File: config.mk
export PLATFORM = sky130hd
export DESIGN_NAME = button_debounce_intr
export DESIGN_NICKNAME = d
export VERILOG_FILES = /design/src/rtl/button_debounce_intr.sv
export SDC_FILE = /design/constraint.sdc
export NUM_CORES = 1
export LEC_CHECK = 0
export ABC_AREA = 1
export CAP_MARGIN = 30
export CELL_PAD_IN_SITES_DETAIL_PLACEMENT = 1
export CELL_PAD_IN_SITES_GLOBAL_PLACEMENT = 1
export CORE_MARGIN = 2
export CORE_UTILIZATION = 40
export CTS_CLUSTER_SIZE = 12
export DETAILED_ROUTE_END_ITERATION = 10
export PLACE_DENSITY = 0.7
export SYNTH_ARGS = -nofsm -noshare
export SYNTH_HDL_FRONTEND = slang
export SYNTH_SLANG_ARGS = --single-unit
File: constraint.sdc
create_clock -name clk -period 5.8 [get_ports clk]
set_input_delay 0.87 -clock clk [delete_from_list [all_inputs] [get_ports clk]]
set_output_delay 0.87 -clock clk [all_outputs]
set_load 0.03 [all_outputs]
File: src/rtl/button_debounce_intr.sv
// Button conditioning: two-flop synchroniser, per-button debounce FSM with press/release
// pulses, and a fixed-length interrupt pulse generated from the designated button.
module button_debounce_intr #(
    parameter int N_BTN      = 5,
    parameter int DB_COUNT   = 500000,
    parameter int INTR_IDX   = 4,
    parameter int INTR_PULSE = 2
) (
    input  logic             clk,
    input  logic             RST,
    input  logic [N_BTN-1:0] btn_raw,
    output logic [N_BTN-1:0] btn_db,
    output logic [N_BTN-1:0] btn_press,
    output logic [N_BTN-1:0] btn_release,
    output logic             intr
);

    localparam int CNT_W  = $clog2(DB_COUNT + 1);
    localparam int ICNT_W = $clog2(INTR_PULSE + 1);
    localparam logic [CNT_W-1:0]  CNT_MAX   = CNT_W'(DB_COUNT - 1);
    localparam logic [ICNT_W-1:0] ICNT_LOAD = ICNT_W'(INTR_PULSE);
    localparam logic [ICNT_W-1:0] ICNT_ONE  = ICNT_W'(1);

    typedef enum logic [1:0] {
        LOW,
        WAIT_HIGH,
        HIGH,
        WAIT_LOW
    } state_t;

    logic [N_BTN-1:0]  sync_p0;
    logic [N_BTN-1:0]  sync_p1;
    state_t            state [N_BTN];
    logic [CNT_W-1:0]  cnt   [N_BTN];
    logic [N_BTN-1:0]  press_evt;
    logic [ICNT_W-1:0] intr_cnt;
    logic [ICNT_W-1:0] intr_cnt_nxt;

    // Stage p0/p1: metastability synchroniser
    always_ff @(posedge clk or posedge RST) begin
        if (RST) begin
            sync_p0 <= '0;
            sync_p1 <= '0;
        end else begin
            sync_p0 <= btn_raw;
            sync_p1 <= sync_p0;
        end
    end

    // Debounce FSMs: the counter restarts on every entry to a WAIT state
    always_ff @(posedge clk or posedge RST) begin
        if (RST) begin
            for (int i = 0; i < N_BTN; i++) begin
                state[i] <= LOW;
                cnt[i]   <= '0;
            end
            btn_db      <= '0;
            btn_press   <= '0;
            btn_release <= '0;
        end else begin
            btn_press   <= '0;
            btn_release <= '0;
            for (int i = 0; i < N_BTN; i++) begin
                case (state[i])
                    LOW: begin
                        if (sync_p1[i]) begin
                            state[i] <= WAIT_HIGH;
                            cnt[i]   <= '0;
                        end
                    end
                    WAIT_HIGH: begin
                        if (!sync_p1[i]) begin
                            state[i] <= LOW;
                        end else if (cnt[i] == CNT_MAX) begin
                            state[i]     <= HIGH;
                            btn_db[i]    <= 1'b1;
                            btn_press[i] <= 1'b1;
                        end else begin
                            cnt[i] <= cnt[i] + CNT_W'(1);
                        end
                    end
                    HIGH: begin
                        if (!sync_p1[i]) begin
                            state[i] <= WAIT_LOW;
                            cnt[i]   <= '0;
                        end
                    end
                    WAIT_LOW: begin
                        if (sync_p1[i]) begin
                            state[i] <= HIGH;
                        end else if (cnt[i] == CNT_MAX) begin
                            state[i]       <= LOW;
                            btn_db[i]      <= 1'b0;
                            btn_release[i] <= 1'b1;
                        end else begin
                            cnt[i] <= cnt[i] + CNT_W'(1);
                        end
                    end
                    default: state[i] <= LOW;
                endcase
            end
        end
    end

    // Press about to be accepted on this edge; lets intr rise together with btn_press
    always_comb begin
        press_evt = '0;
        for (int i = 0; i < N_BTN; i++) begin
            press_evt[i] = (state[i] == WAIT_HIGH) && sync_p1[i] && (cnt[i] == CNT_MAX);
        end
    end

    // A press reloads only when idle or on the final cycle of the current pulse
    always_comb begin
        intr_cnt_nxt = intr_cnt;
        if (press_evt[INTR_IDX] && (intr_cnt <= ICNT_ONE)) begin
            intr_cnt_nxt = ICNT_LOAD;
        end else if (intr_cnt != '0) begin
            intr_cnt_nxt = intr_cnt - ICNT_ONE;
        end
    end

    always_ff @(posedge clk or posedge RST) begin
        if (RST) begin
            intr_cnt <= '0;
            intr     <= 1'b0;
        end else begin
            intr_cnt <= intr_cnt_nxt;
            intr     <= (intr_cnt_nxt != '0);
        end
    end

endmodule
==> flow_metrics.tcl <==
set metrics [dict create \
    critPathMaxStageDelay_ps 700 \
    netlist_instances 1048 \
    antenna_cells 0 \
    ant_nets 0 \
    drv_slew 0 \
    clockBufferDepth 2 \
    hold_class "flip-flop to flip-flop" \
    ys_top_cells_by_count "358 x nand2_1, 133 x dfrtp_1, 130 x nor2_1" \
    post-route-cell-area_um2 8510 \
    tightest_slew_ps 756 \
    cts_setup_buffers 0 \
    drc 0 \
    p_per_area_nw_per_um2 242 \
    synth_edf_count 0 \
    critPathArrivalTime_ps 1520 \
    required_ps 4930 \
    root_buffer "clkbuf_16" \
    gp_congestion 0.804 \
    drive_gt1_share_pct 6.94 \
    period_minus_slack_ps 2390 \
    syn2layout_area_growth_pct 12.1 \
    cp-start-kind "flip-flop" \
    relSlewSlack_pct 49.6 \
    cts_sinks 133 \
    via_count 6596 \
    drtIter0Drc 195 \
    die_w_um 142 \
    antenna_found_initial 0 \
    start_util_pct 40.7 \
    combPwrFrac_pct 4.0 \
    vias_per_cell 5.02 \
    post_drt_wl_per_cell_um 14.5 \
    critPathKind "flip-flop to primary output" \
    finalWirelength_um 19100 \
    swShare_pct 24.8 \
    cp_slowest_cell "clkdlybuf4s50_1" \
    synthTopCellsByArea "dfrtp_1 44%, nand2_1 18%, nand3_1 6.5%, nor2_1 6.4%, inv_1 4.7%" \
    dr.pass1.iters 4 \
    io_pins 23 \
    internal_power_mw 1.55 \
    finalHoldViolations 0 \
    fmax_mhz 419 \
    yosys_warnings 0 \
    dp_cells 1282 \
    synth_top_area_share_pct 43.9 \
    setup_viol_count_final 0 \
    hold_buffers 0 \
    synth_top_flop_cell "dfrtp_1" \
    fin_setup_tns_ps 0 \
    synth_area_um2 7590 \
    fill_cells 2374 \
    seqPwrFrac_pct 47.5 \
    grt_max_degree 105 \
    ys_types 32 \
    ir_worst_vdd_v 0.000190 \
    pwr-share-clk_pct 48.5 \
    std_cell_rows 50 \
    path_clk_slew_ps 60 \
    cts_tree "done" \
    place_area_um2 7930 \
    cp.buffers_inverters 1 \
    cp_top_family "buffers and inverters" \
    grtUsageTotal_pct 20.5 \
    path_cells "clkdlybuf4s50_1" \
    nNetsFinal 1080 \
    final_core_util_pct 45.6 \
    power.total_mw 2.06 \
    htreeDepth 4 \
    switchingPower_mw 0.510 \
    path_max_fanout 2 \
    grt_pass1_wl_um 33100 \
    synth-seq-area-share_pct 43.9 \
    syn_nets 1060 \
    yosys.area.top_type "dfrtp_1" \
    clock_latency_ps 430 \
    grt_remaining_overflow 0 \
    avgSynthCellArea_um2 7.24 \
    numCtsBuffers 17 \
    outcome "finished, final reports clean" \
    maxCapViolCount 0 \
    cts-resized-gates 0 \
    io_buffers 22 \
    ys_ff_latch 133 \
    fin_cells 1315 \
    post-route-period-util_pct 41.2 \
    synth.most_common_cell "nand2_1" \
    core_area_um2 18600 \
    hpwl_um 13400 \
    finalClockSkew_ps 7.52 \
    synthArstFlopShare_pct 100 \
    die_y_um 142 \
    grt_pass1_vias 6708 \
    die_area_um2 20100 \
    rsz0062_at_grt "false" \
    leakagePower_nw 3.65 \
    end_kind "primary output" \
]
kinds of logic after synthesis:
family | share of synthesized area [%]
AND/OR/NAND/NOR | 37.2
flip-flops | 43.9
buffers and inverters | 7.40
AO/OA/AOI/OAI | 7.39
XOR/XNOR | 3.35
adder cells (fa/ha/maj) | 0.825
metal layers:
layer,global-route usage (%),part of all wire [%],up-vias
met5,0,0,-
met4,7.11,1.7,0
met3,3.78,2.0,28
met2,34.1,48,53
met1,26.9,48,3131
li1,-,-,3384
per-stage QoR:
step / setup slack (ps) / hold WS [ps]
CTS: 3380 / 350
detailed placement: 3230 / 336
finish: 3410 / 346
global route: 3290 / 356
global placement: 3250 / 334
floorplan: 1380 / 331
flip-flops by register name, indices dropped and copies added, names as in the netlist, named ones only:
register     count
sync_p1          5
btn_release      5
intr_cnt         2
state            5
sync_p0          5
cnt             95
btn_db           5
btn_press        5
intr             1
final timing paths:
check	start	endpoint	slack (ps)	cells after the start
max	btn_db[3]	btn_db[3]	3410	1
min	sync_p0[4]	sync_p1[4]	350	0
max reg2reg	cnt[38]	cnt[51]	3450	9
min reg2reg	sync_p0[4]	sync_p1[4]	350	0
max in group asynchronous	RST	cnt[47]	4410	3
min in group asynchronous	RST	cnt[86]	730	2
cell usage in the layout, fill, tap and decap left out, types with 6 or more instances in the layout:
cell	count
o21ai_2	10
xor2_1	21
nand3_1	99
clkinv_2	8
o21bai_1	11
inv_1	95
nor2_1	130
nor3_1	6
or2_2	7
dfrtp_1	133
nand2_1	358
clkbuf_16	17
xnor2_1	8
nor2_4	6
nand4_1	30
o21ai_1	6
clkdlybuf4s50_1	22
o21ai_0	71
power by group through the flow:
stage / clock [mW] / combinational [mW] / sequential (mW)
after floorplan: 0 / 0.0750 / 0.978
after global placement: 0 / 0.0811 / 0.992
after detailed placement: 0 / 0.0832 / 0.993
after CTS: 1.03 / 0.0841 / 0.976
after global routing: 1.06 / 0.0959 / 0.980
final: 0.998 / 0.0826 / 0.976
layout make-up:
class                   instances  area (um^2)  share of cell area, %
clock buffers                  20          467                   5.49
clock inverters                12         80.1                  0.941
well taps                     234          293                   3.44
flip-flops and latches        133         3330                   39.1
multi-input cells             791         3700                   43.5
repair buffers                 24          255                   3.00
inverters                     101          388                   4.56
Power figures use the tool's default switching activity.
